--- src/rtl/msg_arb_q.sv ---
// Buffered message arbiter: one FIFO per cache requester, round-robin drain with
// optional high-priority override, into a registered valid/ready output stage.
module msg_arb_q #(
    parameter int cache_num  = 1,
    parameter int addr_width = 32,
    parameter int fifo_depth = 4,
    parameter int prio_en    = 0,
    localparam int SRC_W     = (cache_num > 1) ? $clog2(cache_num) : 1,
    localparam int MSG_W     = 4 + 2 * $clog2(cache_num) + addr_width
) (
    input  logic                       clk,
    input  logic                       rst_n,
    input  logic [cache_num-1:0]       msg_req,
    output logic [cache_num-1:0]       msg_gnt,
    input  logic [cache_num*MSG_W-1:0] msg,
    output logic                       msg_out_valid,
    input  logic                       msg_out_ready,
    output logic [MSG_W-1:0]           msg_out,
    output logic [SRC_W-1:0]           msg_out_src,
    output logic [cache_num-1:0]       fifo_empty
);

    localparam int PTR_W = $clog2(fifo_depth);
    localparam int CNT_W = PTR_W + 1;

    logic [MSG_W-1:0] mem    [cache_num][fifo_depth];
    logic [PTR_W-1:0] rd_ptr [cache_num];
    logic [PTR_W-1:0] wr_ptr [cache_num];
    logic [CNT_W-1:0] cnt    [cache_num];
    logic [MSG_W-1:0] head   [cache_num];

    logic [cache_num-1:0] full, empty, hi, cand, push, pop;
    logic [SRC_W-1:0]     rr_ptr, sel;
    logic                 sel_vld, load, do_pop;

    always_comb begin
        for (int i = 0; i < cache_num; i++) begin
            full[i]  = (cnt[i] == CNT_W'(fifo_depth));
            empty[i] = (cnt[i] == '0);
            head[i]  = mem[i][rd_ptr[i]];
            hi[i]    = ~empty[i] & head[i][MSG_W-1];
        end
    end

    assign msg_gnt    = ~full;
    assign fifo_empty = empty;
    assign push       = msg_req & ~full;
    assign cand       = ((prio_en != 0) && (|hi)) ? hi : ~empty;

    // rr_ptr holds the first index to search, i.e. last granted + 1.
    always_comb begin
        // NOTE: every output of a combinational block gets a default first so no latch is inferred.
        sel     = '0;
        sel_vld = 1'b0;
        for (int i = 0; i < cache_num; i++) begin
            if (!sel_vld && cand[i] && (i >= int'(rr_ptr))) begin
                sel_vld = 1'b1;
                sel     = SRC_W'(i);
            end
        end
        for (int i = 0; i < cache_num; i++) begin
            if (!sel_vld && cand[i] && (i < int'(rr_ptr))) begin
                sel_vld = 1'b1;
                sel     = SRC_W'(i);
            end
        end
    end

    assign load   = ~msg_out_valid | msg_out_ready;
    assign do_pop = load & sel_vld;

    always_comb begin
        pop = '0;
        for (int i = 0; i < cache_num; i++) begin
            pop[i] = do_pop && (int'(sel) == i);
        end
    end

    // NOTE: storage carries no reset; the counts alone say which entries are live.
    always_ff @(posedge clk) begin
        for (int i = 0; i < cache_num; i++) begin
            if (push[i]) mem[i][wr_ptr[i]] <= msg[i*MSG_W +: MSG_W];
        end
    end

    always_ff @(posedge clk or negedge rst_n) begin
        if (!rst_n) begin
            for (int i = 0; i < cache_num; i++) begin
                rd_ptr[i] <= '0;
                wr_ptr[i] <= '0;
                cnt[i]    <= '0;
            end
        end else begin
            for (int i = 0; i < cache_num; i++) begin
                if (push[i]) wr_ptr[i] <= wr_ptr[i] + 1'b1;
                if (pop[i])  rd_ptr[i] <= rd_ptr[i] + 1'b1;
                case ({push[i], pop[i]})
                    2'b10:   cnt[i] <= cnt[i] + 1'b1;
                    2'b01:   cnt[i] <= cnt[i] - 1'b1;
                    default: cnt[i] <= cnt[i];
                endcase
            end
        end
    end

    always_ff @(posedge clk or negedge rst_n) begin
        if (!rst_n) begin
            msg_out_valid <= 1'b0;
            msg_out       <= '0;
            msg_out_src   <= '0;
            rr_ptr        <= '0;
        end else if (load) begin
            msg_out_valid <= sel_vld;
            if (sel_vld) begin
                msg_out     <= head[sel];
                msg_out_src <= sel;
                rr_ptr      <= (int'(sel) == cache_num - 1) ? '0 : sel + 1'b1;
            end
        end
    end

endmodule

--- config.mk ---
export PLATFORM = sky130hd
export DESIGN_NAME = msg_arb_q
export DESIGN_NICKNAME = d
export VERILOG_FILES = /design/src/rtl/msg_arb_q.sv
export SDC_FILE = /design/constraint.sdc
export NUM_CORES = 1
export LEC_CHECK = 0
export ABC_AREA = 1
export ABC_CLOCK_PERIOD_IN_PS = 2700
export CAP_MARGIN = 10
export CORE_ASPECT_RATIO = 0.9
export CORE_MARGIN = 2
export CORE_UTILIZATION = 51
export DETAILED_ROUTE_END_ITERATION = 8
export HOLD_SLACK_MARGIN = 0.12
export PLACE_DENSITY_LB_ADDON = 0.15
export REMOVE_ABC_BUFFERS = 1
export SLEW_MARGIN = 20
export SYNTH_ARGS = -nofsm -noshare
export SYNTH_HDL_FRONTEND = slang
export SYNTH_SLANG_ARGS = --single-unit
--- constraint.sdc ---
create_clock -name clk -period 2.7 [get_ports clk]
set_input_delay 0.27 -clock clk [delete_from_list [all_inputs] [get_ports clk]]
set_output_delay 0.27 -clock clk [all_outputs]
set_load 0.005 [all_outputs]
==> impl_metrics.ini, run 1 <==
[status]
status = finished clean

[global_route]
grt-ovfl-total = 0
antenna_found_initial = 0
grt_usage_pct = 19.6
grt_pass1_vias = 4897
grt_max_degree = 74
grt_pass1_wl_mm = 24.1

[timing]
fin_skew_ns = 0.0251
max-slew-margin-rel_pct = 46.4
fmax_mhz = 517
finalCriticalPeriod_ns = 1.93
hold_viol = 0
finalCritPeriodShare_pct = 71.6
setup-tns-final_ns = 0
finalMaxSlewViolations = 0
tightest_slew_ns = 0.802
finalSetupViolCount = 0
rsz0062_at_grt = no

[drt]
vias = 5046
drt-initial-drc-count = 374
vias_per_cell = 4.75
first_pass_iters = 5
routedWlPerCell_um = 14.3
ant_nets = 0
routed_wl_mm = 15.2
remaining_drc_errors = 0

[cts]
root_buffer = clkbuf_16
numCtsBuffers = 17
clk-insertion-delay-late_ns = 0.44
post_cts_buffers = 0
clock_sinks = 188
cts_tree = built
post_cts_resized = 0
clk_pin_slew_ns = 0.07
ctsHtreeMaxLevel = 4
clockBufferDepth = 2

[die]
dieArea_sq_um = 16500
core-area_sq_um = 15300
ios = 80
die_h_um = 122
die_w_um = 135
start_util_pct = 51.8
fp-row-count = 43

[cells_and_area]
final_common_cell = nand2_1
nets = 894
mostFrequentLayoutCells = nand2_1, inv_1, edfxtp_1
final_cells = 1063
drive_gt1_share_pct = 5.92
syn_to_final_growth_pct = 20.2
n_fill_cell = 1205
n_antenna_cell = 0

[flow_run]
drv_cap = 0

[synth]
synth_enable_flop_cells = 144
synth_seq_area_share_pct = 68.5
synthCells = 771
synth_top_area_share_pct = 54.6
synth.ff_latch_count = 188
ys_warn_count = 0
async_reset_ff_share_pct = 23.4
yosysUniqueCellTypes = 22
synth_largest_area_cell = edfxtp_1
synthTopCellsByArea = edfxtp_1, nand2_1, dfrtp_1
synth_flop_cell = edfxtp_1
syn_area_sq_um = 7920
avgSynthCellArea_sq_um = 10.3

[critical_path]
cp-end-kind = register
max_stage_delay_ns = 0.42
crit_type = reg -> reg
start_kind = register
crit_path_start = cnt[0]
required_ns = 3.01
crit_arrival_ns = 2.24
r2r_start = cnt[0]
slowest_stage = dfrtp_1
cp_cell_sequence = nor2_2 -> nand2_1 -> nand2_2 -> ha_1 -> fa_1 -> nand2_1 -> nand3_1 -> xor2_1
crit_top_cell = nand2_1
worst-path-max-fanout = 7

[placed_design]
placedCellCount = 1030
io_buffers = 78
gp_congestion = 0.708
dp_hpwl_mm = 8.32

[pwr]
power_frac_comb_pct = 34.0
power_mw = 10.2
p_sw_share_pct = 33.0
p_per_area_nw_per_um2 = 1080
internal_power_mw = 6.86
p_leak_nw = 4.39
pwr-share-clk_pct = 25.0
switchingPower_mw = 3.38
power.share.sequential_pct = 41.0
peakVddDrop_mv = 0.648

[hold_path]
hp-class = in -> async
-- worst max-delay path: cells and delay by family, from the launching register on --
kind                     cells  cell delay (ns)
adder cells (fa/ha/maj)      2             0.70
AND/OR/NAND/NOR              5             0.54
flip-flops                   1             0.42
XOR/XNOR                     1             0.15
-- sequential cells by signal (all words and copies together) (netlist names) --
register,cells
msg_out_valid,1
mem,144
cnt,3
rd_ptr,2
msg_out,36
wr_ptr,2
-- per-layer routing --
layer | track usage [%] | wire (um)
met1 | 25.0 | 6770
met2 | 33.1 | 7640
met3 | 4.25 | 680
met4 | 7.55 | 112
met5 | 0 | 0
-- path summary, 6_finish.rpt --
check	end	slack, ns	cells after the start
setup / recovery	cnt[2]	0.77	8
hold / removal	msg_out[30]	0.42	2
setup reg to reg	cnt[2]	0.77	8
hold reg to reg	msg_out[2]	0.48	2
max in group asynchronous	rd_ptr[1]	1.80	2
min in group clk	mem[0][130]	0.47	1
-- layout make-up --
| cell class | instances | area, sq um | area share [%] |
|---|---|---|---|
| multi-input combinational | 394 | 1700 | 17.9 |
| tap | 202 | 253 | 2.66 |
| timing repair buffer | 88 | 918 | 9.65 |
| clock inverter | 12 | 170 | 1.79 |
| clock buffer | 20 | 447 | 4.69 |
| sequential | 188 | 5430 | 57.0 |
| inverter | 159 | 599 | 6.30 |
-- power by group through the flow --
stage	Sequential, mW	Clock, mW	Combinational [mW]
after floorplan	4.42	0	1.79
after global placement	4.23	0	3.44
after detailed placement	4.25	0	3.52
after CTS	4.20	2.61	3.55
after global routing	4.28	2.71	3.94
final	4.20	2.56	3.49
-- synth_stat cells, types with 2 or more instances --
cell type / count
inv_1: 156
buf_2: 14
nand2_1: 299
nand2_2: 2
xnor2_1: 2
dfrtp_1: 44
buf_6: 8
ha_1: 5
nor2_1: 4
inv_2: 2
nand3_1: 74
edfxtp_1: 144
buf_4: 6
xor2_1: 3
-- what timing repair did --
| item | 4_1_cts | 5_1_grt |
|---|---|---|
| endpoints found under the setup margin | 0 | 0 |
| hold buffers | 1 | 0 |
| endpoints found under the hold margin | 44 | 0 |
-- stage by stage --
stage          utilization, %  hold slack [ns]  area, sq um  setup WS, ns
5_1_grt                  62.3            0.472         9520         0.664
2_1_floorplan               -          -0.0256         7700        0.0167
3_3_place_gp             58.2            0.461         8890         0.653
4_1_cts                  62.3            0.458         9520         0.747
3_5_place_dp             58.2            0.464         8890         0.592
6_report                 62.3            0.422         9520         0.767
-- kinds of logic (layout without fill, tap and decap cells) --
logic type | Yosys count | in the layout | share of synthesized area (%)
buffers and inverters | 189 | 279 | 10.4
and+or+nand+nor | 381 | 381 | 19.4
other | 1 | 1 | 0.0473
xor gates and xnor gates | 5 | 5 | 0.553
DFF | 188 | 188 | 68.5
AOI/OAI and AO/OA | 1 | 1 | 0.0631
adders and majority gates | 6 | 6 | 1.04
(Power assumes the default switching activity.)
==> run 2, diff against run 1 <==
- ABC_CLOCK_PERIOD_IN_PS: 2700 -> 1600
- clock period: 2.7 -> 1.6 ns (I/O delays scaled with it)
==> impl_metrics.ini, run 2 (synthesis results as in run 1) <==
[status]
status = finished with violations
violations = setup timing

[cts]
numCtsBuffers = 17
ctsHtreeMaxLevel = 4
clk_pin_slew_ns = 0.06
clockBufferDepth = 2
root_buffer = clkbuf_16
clock_sinks = 188
clk-insertion-delay-late_ns = 0.43
cts_tree = built

[critical_path]
slowest_stage = dfrtp_1
cp-end-kind = register
crit_type = reg -> reg
crit_arrival_ns = 1.97
max_stage_delay_ns = 0.39
required_ns = 1.91
cp_cell_sequence = nor2_4 -> nand2_1 -> buf_6 -> nand2_4 -> ha_4 -> fa_2 -> nand2_2 -> nand3_2 -> xor2_1
start_kind = register
worst-path-max-fanout = 2

[timing]
hold_ws_ns = 0.226
rsz0062_at_grt = yes
fin_skew_ns = 0.00648
finalSetupViolCount = 50
max-slew-margin-rel_pct = 61.6
hold_viol = 0
tightest_slew_ns = 0.576
setup_slack_ns = -0.0520
fmax_mhz = 605
finalCriticalPeriod_ns = 1.65
finalMaxSlewViolations = 0
setup-tns-final_ns = -1.03
finalCritPeriodShare_pct = 103

[placed_design]
dp_hpwl_mm = 9.61
gp_congestion = 0.713
io_buffers = 78
placedCellCount = 1050

[drt]
vias_per_cell = 4.88
remaining_drc_errors = 0
drt-initial-drc-count = 511
routedWlPerCell_um = 15.7
vias = 5334
first_pass_iters = 5
routed_wl_mm = 17.2
ant_nets = 0

[die]
dieArea_sq_um = 16500
start_util_pct = 51.8
die_w_um = 135
core-area_sq_um = 15300
fp-row-count = 43
ios = 80
die_h_um = 122

[cells_and_area]
n_antenna_cell = 0
nets = 924
n_fill_cell = 1129
syn_to_final_growth_pct = 26.3
mostFrequentLayoutCells = nand2_1, inv_1, edfxtp_1
largest_reg_flops = 144
final_cells = 1093
final_common_cell = nand2_1
drive_gt1_share_pct = 9.43

[global_route]
grt-ovfl-total = 0
grt_pass1_wl_mm = 26.0
grt_usage_pct = 21.2
antenna_found_initial = 0
grt_pass1_vias = 5281
grt_max_degree = 50

[pwr]
peakVddDrop_mv = 1.01
p_leak_nw = 4.62
power_mw = 18.5
p_per_area_nw_per_um2 = 1850

[hold_path]
hp-class = in -> async

[flow_run]
drv_cap = 0
-- run 2: cell count changes in the layout (fill, tap and decap cells not counted), sizes merged --
cell           before  now
clkinvlp            2    1
clkdlybuf4s50      77   75
clkinv              6    2
bufinv              4    5
buf                10   34
clkbuf             20   31
dlygate4sd2         0    1
-- run 2: repair_timing --
item / 4_1_cts / 5_1_grt
pin swaps: 5 / 4
gates cloned: 0 / 6
gates resized for setup: 9 / 9
hold buffers: 1 / 0
setup buffers: 2 / 3
endpoints found under the setup margin: 4 / 165
endpoints found under the hold margin: 27 / 0
-- run 2: layout make-up --
class / instances / area [sq um] / share of cell area (%)
inverters: 159 / 599 / 5.99
clock buffers: 24 / 482 / 4.81
multi-input cells: 394 / 1740 / 17.3
clock inverters: 8 / 165 / 1.65
flip-flops and latches: 188 / 5430 / 54.2
repair buffers: 118 / 1350 / 13.4
well taps: 202 / 253 / 2.53
-- run 2: worst paths after layout --
check	start	endpoint	slack, ns	cells past startpoint
worst max-delay path	cnt[1]	cnt[2]	-0.05	9
worst min-delay path	rst_n	msg_out[20]	0.23	2
worst max register to register	cnt[1]	cnt[2]	-0.05	9
worst min register to register	msg_out[35]	msg_out[35]	0.48	2
max in group asynchronous	rst_n	msg_out[12]	0.71	3
min in group clk	msg[34]	mem[0][106]	0.37	1
-- run 2: stage by stage --
step	setup slack, ns	util [%]	cell area (sq um)
after floorplan	-1.08	-	7700
after global placement	-0.213	59.4	9080
after detailed placement	-0.297	59.4	9080
after CTS	-0.0734	64.0	9780
after global routing	-0.134	65.5	10000
final	-0.0520	65.5	10000
-- run 2: power breakdown --
group / internal, mW / leakage [nW] / switching [mW]
Clock: 2.89 / 0.310 / 1.68
Sequential: 6.63 / 1.85 / 0.482
Combinational: 2.93 / 2.46 / 3.93
Total: 12.5 / 4.62 / 6.09
-- run 2: metal layers --
metal | GRT usage, % | vias up | routed length [um]
met5 | 0 | - | 0
met4 | 7.68 | 0 | 284
met3 | 5.62 | 22 | 787
met2 | 34.5 | 144 | 8430
met1 | 27.7 | 2581 | 7680
li1 | - | 2587 | -
-- run 2: critical path: cells and delay by family (launching register included) --
kind	cells	cell delay, ns
buffers and inverters	1	0.11
DFF	1	0.39
xor gates and xnor gates	1	0.14
and+or+nand+nor	5	0.37
adders and majority gates	2	0.52
==> run 3, diff against run 2 <==
- CORE_UTILIZATION: 51 -> 53
- CTS_BUF_LIST: unset -> sky130_fd_sc_hd__clkbuf_4 sky130_fd_sc_hd__clkbuf_8
- GPL_TIMING_DRIVEN: unset -> 0
==> impl_metrics.ini, run 3 (synthesis results as in run 1) <==
[status]
status = finished with violations
violations = setup timing

[critical_path]
slowest_stage = dfrtp_1
cp_top_family = simple AND/OR/NAND/NOR gates
worst-path-max-fanout = 2
required_ns = 1.94
cp-end-kind = register
cp_num_buf_inv = 1
start_kind = register
crit_type = reg -> reg
crit_arrival_ns = 2.13
cp_cell_sequence = nor2_4 -> nand2_4 -> nand2_8 -> inv_16 -> ha_4 -> fa_2 -> nand2_1 -> nand3_2 -> xor2_1
max_stage_delay_ns = 0.42

[cts]
clockBufferDepth = 2
clk_pin_slew_ns = 0.08
root_buffer = clkbuf_8
ctsHtreeMaxLevel = 4
clk-insertion-delay-late_ns = 0.45
cts_tree = built
numCtsBuffers = 17
clock_sinks = 188

[cells_and_area]
nets = 919
multi_input_area_sq_um = 1780
syn_to_final_growth_pct = 23.6
final_cells = 1084
seq_area_sq_um = 5430
mostFrequentLayoutCells = nand2_1, inv_1, edfxtp_1
n_antenna_cell = 0
final_common_cell = nand2_1
largest_reg_flops = 144
n_fill_cell = 1064
drive_gt1_share_pct = 9.93
final_cell_area_sq_um = 9790

[timing]
finalMaxSlewViolations = 0
hold_viol = 0
finalCritPeriodShare_pct = 112
hold_ws_ns = 0.207
finalCriticalPeriod_ns = 1.79
fmax_mhz = 559
setup_slack_ns = -0.187
setup-tns-final_ns = -0.269
tightest_slew_ns = 0.516
max-slew-margin-rel_pct = 65.6
finalSetupViolCount = 2
rsz0062_at_grt = yes
fin_skew_ns = 0.00660

[hold_path]
hp-class = in -> async

[drt]
first_pass_iters = 4
remaining_drc_errors = 0
routed_wl_mm = 17.3
ant_nets = 0
vias_per_cell = 4.96
vias = 5375
drt-initial-drc-count = 356
routedWlPerCell_um = 15.9

[pwr]
p_leak_nw = 4.54
p_per_area_nw_per_um2 = 1780
power_mw = 17.4
peakVddDrop_mv = 0.915

[global_route]
grt-ovfl-total = 0
antenna_found_initial = 0
grt_usage_pct = 22.8
grt_pass1_vias = 5218
grt_pass1_wl_mm = 27.0
grt_max_degree = 74

[die]
die_w_um = 133
ios = 80
fp-row-count = 42
start_util_pct = 54.0
dieArea_sq_um = 15900
die_h_um = 120
core-area_sq_um = 14700

[flow_run]
drv_cap = 0

[placed_design]
dp_hpwl_mm = 9.28
dpl-instance-area_sq_um = 8960
io_buffers = 78
gp_congestion = 0.658
placedCellCount = 1025
## run 3: timing repair
| item | 4_1_cts | 5_1_grt |
|---|---|---|
| pin swaps | 9 | 4 |
| hold buffers | 1 | 0 |
| setup endpoints to repair | 182 | 91 |
| resized for setup | 29 | 9 |
| cloned | 4 | 0 |
| hold endpoints to repair | 44 | 0 |
| setup buffers | 18 | 4 |
## run 3: worst paths after layout
kind | startpoint | to | slack [ns] | cells past startpoint
max reg2reg | cnt[1] | cnt[2] | -0.19 | 9
max in group asynchronous | rst_n | rd_ptr[0] | 0.85 | 3
min reg2reg | msg_out[5] | msg_out[5] | 0.48 | 2
min in group clk | msg[11] | mem[0][11] | 0.33 | 1
min | rst_n | msg_out[8] | 0.21 | 2
max | cnt[1] | cnt[2] | -0.19 | 9
## run 3: final cells by class
class | count | share of cell area (%)
Inverter | 159 | 6.48
Timing Repair Buffer | 110 | 12.6
Clock buffer | 26 | 3.46
Sequential cell | 188 | 55.5
Tap cell | 198 | 2.53
Multi-Input combinational cell | 396 | 18.2
Timing Repair inverter | 1 | 0.0895
Clock inverter | 6 | 1.09
## run 3: where the power goes
group	leakage (nW)	internal [mW]	switching, mW
clock network	0.227	1.84	1.52
logic	2.46	2.85	3.90
registers	1.85	6.62	0.671
## run 3: metrics by stage
stage               setup slack, ns  utilization [%]
floorplan                     -1.08                -
finish                       -0.187             66.8
detailed placement            -1.08             61.1
global placement              -2.55             59.5
global route                 -0.244             66.8
CTS                          -0.162             66.3
## run 3: layer usage
layer,up-vias,part of all wire (%),GRT usage (%)
li1,2578,-,-
met1,2604,43,29.4
met2,172,49,37.9
met3,21,6.4,6.00
met4,0,1.7,7.46
met5,-,0,0
